$ cat src/rtl/reset_sequencer.sv
// Staged boot/reset sequencer: after a hold time, CHANNELS active-high resets
// are released one per STAGE_GAP cycles. Masked soft requests re-arm selected channels.
module reset_sequencer #(
  parameter int CHANNELS  = 2,
  parameter int CYCLES    = 20,
  parameter int STAGE_GAP = 4
) (
  input  logic                clk,
  input  logic                reset,
  input  logic                soft_req,
  input  logic [CHANNELS-1:0] soft_mask,
  output logic [CHANNELS-1:0] reset_o,
  output logic                boot_done,
  output logic [7:0]          soft_count
);

  localparam int CW = $clog2(CYCLES + 1);
  localparam int GW = $clog2(STAGE_GAP + 1);
  localparam int SW = (CHANNELS > 1) ? $clog2(CHANNELS) : 1;

  typedef enum logic [1:0] {
    ST_HOLD    = 2'd0,
    ST_RELEASE = 2'd1,
    ST_RUN     = 2'd2
  } state_e;

  // Declaration initialisers match the reset values so configuration alone
  // starts a full boot sequence.
  state_e              state_q      = ST_HOLD;
  logic [CW-1:0]       cnt_q        = '0;
  logic [GW-1:0]       gap_q        = '0;
  logic [SW-1:0]       stage_q      = '0;
  logic [CHANNELS-1:0] pending_q    = '1;
  logic                boot_done_q  = 1'b0;
  logic [7:0]          soft_count_q = 8'd0;

  state_e              state_d;
  logic [CW-1:0]       cnt_d;
  logic [GW-1:0]       gap_d;
  logic [SW-1:0]       stage_d;
  logic [CHANNELS-1:0] pending_d;
  logic                boot_done_d;
  logic [7:0]          soft_count_d;
  logic                soft_accept;

  // Next-state logic: soft acceptance takes priority over normal sequencing.
  always_comb begin
    state_d      = state_q;
    cnt_d        = cnt_q;
    gap_d        = gap_q;
    stage_d      = stage_q;
    pending_d    = pending_q;
    boot_done_d  = boot_done_q;
    soft_count_d = soft_count_q;
    soft_accept  = soft_req && (soft_mask != {CHANNELS{1'b0}});

    if (soft_accept) begin
      state_d      = ST_HOLD;
      cnt_d        = '0;
      gap_d        = '0;
      stage_d      = '0;
      pending_d    = pending_q | soft_mask;
      boot_done_d  = 1'b0;
      soft_count_d = (soft_count_q != 8'd255) ? (soft_count_q + 8'd1) : soft_count_q;
    end else begin
      case (state_q)
        ST_HOLD: begin
          if (cnt_q == CW'(CYCLES - 1)) begin
            cnt_d        = '0;
            gap_d        = '0;
            stage_d      = '0;
            pending_d[0] = 1'b0;
            if (CHANNELS == 1) begin
              state_d     = ST_RUN;
              boot_done_d = 1'b1;
            end else begin
              state_d     = ST_RELEASE;
            end
          end else begin
            cnt_d = cnt_q + CW'(1);
          end
        end
        ST_RELEASE: begin
          // Every stage costs STAGE_GAP cycles even if its channel is not pending.
          if (gap_q == GW'(STAGE_GAP - 1)) begin
            gap_d   = '0;
            stage_d = stage_q + SW'(1);
            for (int i = 0; i < CHANNELS; i++) begin
              pending_d[i] = (stage_d == SW'(i)) ? 1'b0 : pending_q[i];
            end
            if (stage_d == SW'(CHANNELS - 1)) begin
              state_d     = ST_RUN;
              boot_done_d = 1'b1;
            end else begin
              state_d     = ST_RELEASE;
            end
          end else begin
            gap_d = gap_q + GW'(1);
          end
        end
        ST_RUN: begin
          state_d = ST_RUN;
        end
        default: begin
          state_d = ST_HOLD;
        end
      endcase
    end
  end

  // State registers with synchronous reset to the boot values.
  always_ff @(posedge clk) begin
    if (reset) begin
      state_q      <= ST_HOLD;
      cnt_q        <= '0;
      gap_q        <= '0;
      stage_q      <= '0;
      pending_q    <= '1;
      boot_done_q  <= 1'b0;
      soft_count_q <= 8'd0;
    end else begin
      state_q      <= state_d;
      cnt_q        <= cnt_d;
      gap_q        <= gap_d;
      stage_q      <= stage_d;
      pending_q    <= pending_d;
      boot_done_q  <= boot_done_d;
      soft_count_q <= soft_count_d;
    end
  end

  assign reset_o    = pending_q;
  assign boot_done  = boot_done_q;
  assign soft_count = soft_count_q;

endmodule

$ cat config.mk
export PLATFORM = sky130hd
export DESIGN_NAME = reset_sequencer
export DESIGN_NICKNAME = d
export VERILOG_FILES = /design/src/rtl/reset_sequencer.sv
export SDC_FILE = /design/constraint.sdc
export NUM_CORES = 1
export LEC_CHECK = 0
export ABC_AREA = 1
export BUFFER_PORTS_ARGS = -buffer_cell sky130_fd_sc_hd__buf_2
export CAP_MARGIN = 0
export CORE_AREA = 3 3 57 46
export DETAILED_ROUTE_END_ITERATION = 10
export DIE_AREA = 0 0 60 49
export HOLD_SLACK_MARGIN = 0.08
export PLACE_DENSITY = 0.7
export REMOVE_ABC_BUFFERS = 1
export SLEW_MARGIN = 20
export SYNTH_ARGS = -nofsm -noshare
export SYNTH_HDL_FRONTEND = slang
export SYNTH_SLANG_ARGS = --single-unit
$ cat constraint.sdc
create_clock -name clk -period 1.6 [get_ports clk]
set_input_delay 0 -clock clk [delete_from_list [all_inputs] [get_ports clk]]
set_output_delay 0 -clock clk [all_outputs]
set_load 0.005 [all_outputs]
# --- Word level (Yosys, flattened, before mapping) ---
# Index checks and enable logic that the tools add are counted.
totals:
  register_bits: 22
  latchBits: 0
  mem_bits_rw: 0
  mem_bits_ro: 0
  inputBits: 5
  out_inout_bits: 11
  wordCells: 56
  mem_count: 0
op_classes:
  addsub: 4
  mul: 0
  n_div: 0
  n_lt_le_gt_ge: 0
  n_eq_ne: 10
  n_shift: 0
  muxes: 17
  n_bitwise: 1
  reduce_logical: 16
op_table:
  columns: ["op", "count"]
  rows:
  - ["2-bit 2-to-1 mux", 5]
  - ["2-bit nonzero test", 5]
  - ["3-bit inequality test, second input constant", 3]
  - ["3-bit AND reduction", 3]
  - ["8-bit by 1-bit adder with 8-bit output, second input constant", 1]
  - ["8-bit inequality test, second input constant", 1]
  - ["3-bit 2-to-1 mux", 2]
  - ["2-bit one-hot mux with 3 select lines", 1]
  - ["3-bit one-hot mux with 2 select lines", 1]
  - ["2-bit AND reduction", 3]
  - ["5-bit by 1-bit adder with 5-bit output, second input constant", 1]
  - ["5-bit equality test, second input constant", 1]
  - ["1-bit 2-to-1 mux", 5]
  - ["5-bit 2-to-1 mux", 1]
  - ["2-bit inequality test, second input constant", 2]
  - ["1-bit one-hot mux with 2 select lines", 2]
  - ["4-bit AND reduction", 1]
  - ["3-bit by 1-bit adder with 3-bit output, second input constant", 1]
  - ["3-bit by 2-bit equality test with 1-bit output, second input constant", 1]
  - ["3-bit nonzero test", 1]
  - ["2-bit by 1-bit equality test with 1-bit output, second input constant", 1]
  - ["2-bit equality test, second input constant", 1]
  - ["2-bit zero test", 1]
  - ["2-bit bitwise OR", 1]
  - ["other kinds (3)", 3]

# --- Longest topological paths before layout ---
# Gate-level depths: netlist of run 1.
depth:
  ltp_word: 5
  ltp_mapped: 9
  mapped_depth_nobuf: 8

# --- Worst setup path before layout of run 1 ---
# No wires, ideal clock.
synth_timing:
  path_kind: "register to register"
  from: "register soft_count_q[0] (netlist: soft_count[0])"
  to: "register soft_count_q[4] (netlist: soft_count[4])"
  setup_ps: 113
  arrival_time_ps: 1197
  t_required_ps: 1487
  path_slack_ps: 290
  stages_incl_launch_ff: 10
  path_buffers: 1
  synth_period_minus_slack_ps: 1310
  path_cell_list: "dfxtp_1 ha_1 nand2_1 nor2_1 nand2_1 buf_4 nand3_1 nand2_1 nand2_1 nor2_1"
synth_between:
  elab_chain_cells: 2
  word_cells_on_any_way: 3
  cone_classes: "add/sub (1); eq/ne (1); reduce/logical (1)"
synth_rtl:
  columns: ["item", "line", "source"]
  rows:
  - ["start, declared", "35", "logic [7:0] soft_count_q = 8'd0;"]
  - ["start signal, assigned", "128", "soft_count_q <= soft_count_d;"]
  - ["branches (longest 2 deep; another with 8-bit by 1-bit adder with 8-bit output)", null, null]
# Parallel ways; which one is timed is not known.
# A chain may end at the register's enable or synchronous reset.

# --- Worst setup path in the final report of run 1 ---
layout_timing:
  from: "register soft_count_q[0] (netlist: soft_count[0])"
  to: "register soft_count_q[7] (netlist: soft_count[7])"
# Same word-level chain as after synthesis.

==> results of run 1 <==
[stage by stage]
| step | power, uW | instance area, um^2 |
|---|---|---|
| global route | 912 | 1220 |
| global placement | 627 | 1140 |
| finish | 868 | 1220 |
| CTS | 875 | 1210 |
| floorplan | 607 | 1040 |
| detailed placement | 628 | 1140 |
[routing by layer]
metal	vias to the layer above	part of all wire, %	global-route usage (%)
li1	535	-	-
met1	451	55	24.2
met2	21	39	20.7
met3	2	5.0	5.82
met4	0	0.58	3.69
met5	-	0	0
[cell type report]
cell class	instances	area, um^2	share of cell area [%]
clock buffers	3	22.5	1.85
inverters	20	75.1	6.15
multi-input cells	108	524	43.0
flip-flops and latches	22	443	36.3
well taps	24	30.0	2.46
repair buffers	20	125	10.3
[kinds of logic (layout without fill, tap and decap cells)]
family | after synthesis | in the layout
AO/OA/AOI/OAI | 18 | 18
XOR/XNOR | 2 | 2
adder cells (fa/ha/maj) | 3 | 3
buffers and inverters | 22 | 43
flip-flops | 22 | 22
AND/OR/NAND/NOR | 85 | 85
[flip-flops by register name, indices dropped and copies added (netlist names)]
signal,flops
cnt_q,5
state_q,2
boot_done,1
gap_q,3
soft_count,8
reset_o,2
stage_q,1
[final timing paths]
check / from / end
max: soft_count[0] / soft_count[7]
max reg2reg: soft_count[0] / soft_count[7]
min reg2reg: boot_done / boot_done
min: boot_done / boot_done
[layout by cell type (no fill, tap or decap)]
| cell | synthesis | layout |
|---|---|---|
| a21oi_1 | 10 | 10 |
| a31oi_1 | 1 | 1 |
| buf_2 | 1 | 15 |
| clkbuf_4 | 0 | 3 |
| dfxtp_1 | 22 | 20 |
| dfxtp_2 | 0 | 2 |
| dlygate4sd3_1 | 0 | 5 |
| ha_1 | 3 | 3 |
| inv_1 | 20 | 20 |
| nand2_1 | 34 | 33 |
| nand2_2 | 1 | 2 |
| nand3_1 | 13 | 13 |
| nand3b_1 | 1 | 1 |
| nand4_1 | 8 | 8 |
| nor2_1 | 24 | 24 |
| nor2_2 | 2 | 2 |
| nor3_1 | 1 | 1 |
| o211a_1 | 1 | 1 |
| o21ai_0 | 5 | 5 |
| o21ai_1 | 1 | 1 |
| or2_0 | 1 | 1 |
| xor2_1 | 2 | 2 |
[worst reg2reg max path: cells and delay by family (launching register included)]
| family | cells | cell delay [ns] |
|---|---|---|
| flops | 1 | 0.39 |
| fa+ha+maj | 1 | 0.20 |
| simple gates | 7 | 0.76 |
[power breakdown]
part | leakage (uW) | internal (uW) | switching [uW]
Sequential | 0.000179 | 556 | 8.11
Combinational | 0.000355 | 27.1 | 36.4
Clock | 0.0000138 | 87.9 | 153
[timing repair]
action / 4_1_cts / 5_1_grt
hold buffers: 5 / 0
hold endpoints to repair: 6 / 0
setup endpoints to repair: 0 / 6
resized for setup: 0 / 3
==> results.yml, run 1 <==
run_status:
  status: "completed"
sta:
  hold_viol: 0
  finalCritPeriodShare_pct: 89.5
  skew_ns: 0.00368
  finalSetupViolations: 0
  tightestPinTransition_ns: 0.427
  maxSlewViolCount: 0
  rsz0062_at_grt: "false"
  holdWs_ns: 0.451
  relSlewSlack_pct: 71.4
  fin_tns_setup_ns: 0
  clock.fmax_ghz: 0.698
  period_minus_slack_ns: 1.43
  worst_slack_ns: 0.168
grt:
  grt_overflow: 0
  grt_pass1_wl_mm: 3.62
  grt_max_degree: 15
  antenna_found_initial: 0
  grt.total_usage_pct: 15.9
  grt_pass1_vias: 829
worst_setup_path:
  crit_type: "register to register"
  r2r_slack_ns: 0.17
  crit_chain: "ha_1 -> nand2_1 -> nor2_1 -> nand2_2 -> nand2_1 -> nor2_1 -> nor2_1 -> nor2_1"
  path_max_fanout: 11
  rr_worst_depth: 8
  worstPathArrival_ns: 1.64
  endpoint_kind: "register"
  cp.depth: 8
  critPathTopFamily: "simple AND/OR/NAND/NOR gates"
  startpoint_type: "register"
  cpMaxStageDelayCell: "dfxtp_2"
  critPathMostFrequentCell: "nor2_1"
  slowest_delay_ns: 0.39
  critPathRequiredTime_ns: 1.81
  worstPathBufferInverterCount: 0
synth:
  synth-compound-area-share_pct: 9.18
  synth_common_cells: "nand2_1 (34), nor2_1 (24), dfxtp_1 (22), inv_1 (20), nand3_1 (13)"
  synth_area_leader_cell: "dfxtp_1"
  ys_seq_area_share_pct: 42.0
  yosysUniqueCellTypes: 20
  synthesis.area_um2: 1050
  synth-simple-area-share_pct: 35.3
  synthMuxAreaShare_pct: 0
  synth_top_cell_area_share_pct: 42.0
  synth.avg_cell_area_um2: 6.91
  ys_ff_latch: 22
  synth_edf_count: 0
  synth.area.top_cells: "dfxtp_1 (42%), nand2_1 (12%), nor2_1 (8.6%)"
  netlist_instances: 152
  yosysMostFrequentCell: "nand2_1"
  async_flop_share_pct: 0
  synthFlopType: "dfxtp_1"
  ys.warnings.count: 0
  synth_top_family_by_area: "simple AND/OR/NAND/NOR gates"
  synthAdderAreaFrac_pct: 3.58
  synthXorXnorAreaFrac_pct: 1.67
die:
  dieArea_um2: 2940
  pin_count: 16
  die_height_um: 49
  core_region_area_um2: 2030
  die_x_um: 60
  row_count: 14
  start_util_pct: 51.7
routing:
  firstDrtPassIters: 4
  drcViolationCount: 0
  routed_wl_mm: 2.23
  routed-via-count: 1009
  vias_per_cell: 5.12
  ant_nets: 0
  wl_per_cell_um: 11.3
  first_iter_violations: 34
clock_network:
  cts_made_buffers: 3
  cts_root_buffer: "clkbuf_4"
  h-tree-depth: 1
  clk_latency_ns: 0.30
  clk_pin_slew_ns: 0.11
  cts_setup_buffers: 0
  cts_buffer_depth: 2
  cts.sinks: 22
  cts_tree: "done"
pwr:
  worst_ir_drop_vdd_mv: 0.657
  power_density_nw_per_um2: 712
  power_leakage_uw: 0.000548
placement:
  gp_congestion: 0.790
  dp.cells: 189
  dpl.hpwl_mm: 1.67
  pre_cts_slack_ns: 0.0708
  portBuffers: 15
cells_and_area:
  syn2layout_area_growth_pct: 16.2
  fin_nets: 183
  diodes: 0
  stdcell_count: 197
  final_util_pct: 60.0
  num-fill-cells: 196
  drive_above_1_share_pct: 13.9
min_path:
  hold_path_class: "register to register"
  hold-path-cell-count: 2
flow_run:
  cap_violations: 0
Power figures use the tool's default switching activity.
==> run 2, diff against run 1 <==
--- a/config.mk
+++ b/config.mk
@@ -5,14 +5,13 @@
 export SDC_FILE = /design/constraint.sdc
 export NUM_CORES = 1
 export LEC_CHECK = 0
-export ABC_AREA = 1
 export BUFFER_PORTS_ARGS = -buffer_cell sky130_fd_sc_hd__buf_2
 export CAP_MARGIN = 0
-export CORE_AREA = 3 3 57 46
+export CORE_AREA = 3 3 58 47
 export DETAILED_ROUTE_END_ITERATION = 10
-export DIE_AREA = 0 0 60 49
+export DIE_AREA = 0 0 61 50
 export HOLD_SLACK_MARGIN = 0.08
-export PLACE_DENSITY = 0.7
+export PLACE_DENSITY = 0.69
 export REMOVE_ABC_BUFFERS = 1
 export SLEW_MARGIN = 20
 export SYNTH_ARGS = -nofsm -noshare
==> run 2 against run 1 <==
Final cell count shrank 14%. Worst setup slack worse by 0.15 ns. Non-clock buffer count grew 1. Area after synthesis is 4.1% higher. First-iteration DRC count is 65% higher. Via count decreased by 2.3%. Combinational power grew 6.6%. Register-to-register slack worse by 0.15 ns. Routed wire length grew 5.7%. Power grew 22%. Clock-buffer cell count is the same. Largest cell class unchanged.
==> results.yml, run 2 <==
placement:
  pre_cts_slack_ns: 0.0442
  dp.cells: 160
  dpl.hpwl_mm: 1.68
  portBuffers: 15
  gp_congestion: 0.792
sta:
  skew_ns: 0.0110
  maxSlewViolCount: 0
  finalCritPeriodShare_pct: 98.8
  relSlewSlack_pct: 70.2
  clock.fmax_ghz: 0.633
  worst_slack_ns: 0.0199
  tightestPinTransition_ns: 0.436
  hold_viol: 0
  holdWs_ns: 0.455
  finalSetupViolations: 0
  period_minus_slack_ns: 1.58
  fin_tns_setup_ns: 0
clock_network:
  clk_pin_slew_ns: 0.13
  cts_buffer_depth: 2
  clk_latency_ns: 0.32
  cts_root_buffer: "clkbuf_4"
  cts.sinks: 22
  cts_tree: "done"
  cts_made_buffers: 3
  h-tree-depth: 1
worst_setup_path:
  startpoint_type: "register"
  worstPathArrival_ns: 1.79
  path_max_fanout: 5
  cpMaxStageDelayCell: "a2111oi_0"
  endpoint_kind: "register"
  crit_chain: "ha_1 -> and3_1 -> a2111oi_0 -> a211oi_1"
  critPathTopFamily: "compound AO/OA/AOI/OAI gates"
  crit_type: "register to register"
  critPathRequiredTime_ns: 1.81
  worstPathBufferInverterCount: 0
  slowest_delay_ns: 0.49
routing:
  ant_nets: 0
  routed_wl_mm: 2.36
  first_iter_violations: 56
  routed-via-count: 986
  firstDrtPassIters: 4
  vias_per_cell: 5.83
  wl_per_cell_um: 13.9
  drcViolationCount: 0
synth:
  synth.area.top_cells: "dfxtp_1 (40%), a21oi_1 (5.5%), ha_1 (3.4%)"
  synth.avg_cell_area_um2: 8.88
  synthesis.area_um2: 1090
  synth_edf_count: 0
  netlist_instances: 123
  yosysUniqueCellTypes: 43
  synth_area_leader_cell: "dfxtp_1"
  ys.warnings.count: 0
  ys_seq_area_share_pct: 40.3
  async_flop_share_pct: 0
  synthFlopType: "dfxtp_1"
  ys_ff_latch: 22
  synth_top_cell_area_share_pct: 40.3
  yosysMostFrequentCell: "dfxtp_1"
  synth_common_cells: "dfxtp_1 (22), a21oi_1 (12), nand2_1 (8), inv_1 (7), nand3_1 (6)"
die:
  core_region_area_um2: 2230
  dieArea_um2: 3050
  die_height_um: 50
  row_count: 15
  pin_count: 16
  die_x_um: 61
  start_util_pct: 48.9
cells_and_area:
  syn2layout_area_growth_pct: 19.1
  seq_area_um2: 440
  drive_above_1_share_pct: 19.4
  num-fill-cells: 189
  stdcell_count: 169
  largest_reg_flops: 8
  layout_commonest_cell: "dfxtp_1"
  fin_nets: 153
  final_cell_mix: "dfxtp_1 (22), buf_2 (15), a21oi_1 (11), nand2_1 (8), inv_1 (7)"
  diodes: 0
  multi_input_area_um2: 618
run_status:
  status: "completed"
pwr:
  p_total_uw: 1060
  power_leakage_uw: 0.000472
  power_density_nw_per_um2: 817
  worst_ir_drop_vdd_mv: 0.638
min_path:
  hold_path_class: "register to register"
grt:
  grt_overflow: 0
  grt_pass1_vias: 870
  antenna_found_initial: 0
  grt_max_degree: 16
  grt_pass1_wl_mm: 3.84
  grt.total_usage_pct: 16.8
flow_run:
  cap_violations: 0
-- run 2: final timing paths --
check / start / endpoint / slack [ns] / depth (start not counted)
worst max-delay path: soft_count[0] / soft_count[5] / 0.02 / 4
worst min-delay path: boot_done / boot_done / 0.45 / 2
worst max register to register: soft_count[0] / soft_count[5] / 0.02 / 4
worst min register to register: boot_done / boot_done / 0.45 / 2
-- run 2: what timing repair did --
action,4_1_cts,5_1_grt
setup buffers,0,0
endpoints found under the hold margin,7,0
gates resized for setup,0,5
endpoints found under the setup margin,0,4
hold buffers,5,0
-- run 2: layout make-up --
class	instances	area share (%)
Clock buffer	3	1.73
Tap cell	25	2.40
Timing Repair Buffer	21	10.2
Sequential cell	22	33.8
Clock inverter	1	2.31
Inverter	7	2.02
Multi-Input combinational cell	90	47.5
-- run 2: logic make-up after synthesis --
logic type / count (synthesis) / share of synthesized area (%)
AOI/OAI and AO/OA: 36 / 21.8
adders and majority gates: 3 / 3.44
buffers and inverters: 11 / 4.58
DFF: 22 / 40.3
muxes: 4 / 3.89
and+or+nand+nor: 47 / 26.0
-- run 2: power breakdown --
part / total (uW) / switching (uW) / leakage [uW] / internal [uW]
sequential: 565 / 8.88 / 0.000178 / 556
clock: 430 / 177 / 0.0000279 / 253
combinational: 67.7 / 36.0 / 0.000266 / 31.7
total: 1060 / 222 / 0.000472 / 841
-- run 2: stage by stage --
stage | instance area [um^2] | utilization (%)
after detailed placement | 1180 | 52.9
after global placement | 1180 | 52.9
after floorplan | 1070 | -
final | 1300 | 58.3
after CTS | 1280 | 57.5
after global routing | 1300 | 58.3
-- run 2: worst min-delay path: stages (launching register included) --
cell     delay (ns)
dfxtp_1        0.33
inv_1          0.05
a21oi_1        0.05
-- run 2: metal layers --
metal  GRT usage, %  wire length (um)  vias up
met3           5.50                87        6
met2           24.7              1050       16
met5              0                 0        -
met1           22.6              1180      457
li1               -                 -      507
met4           6.14                35        0
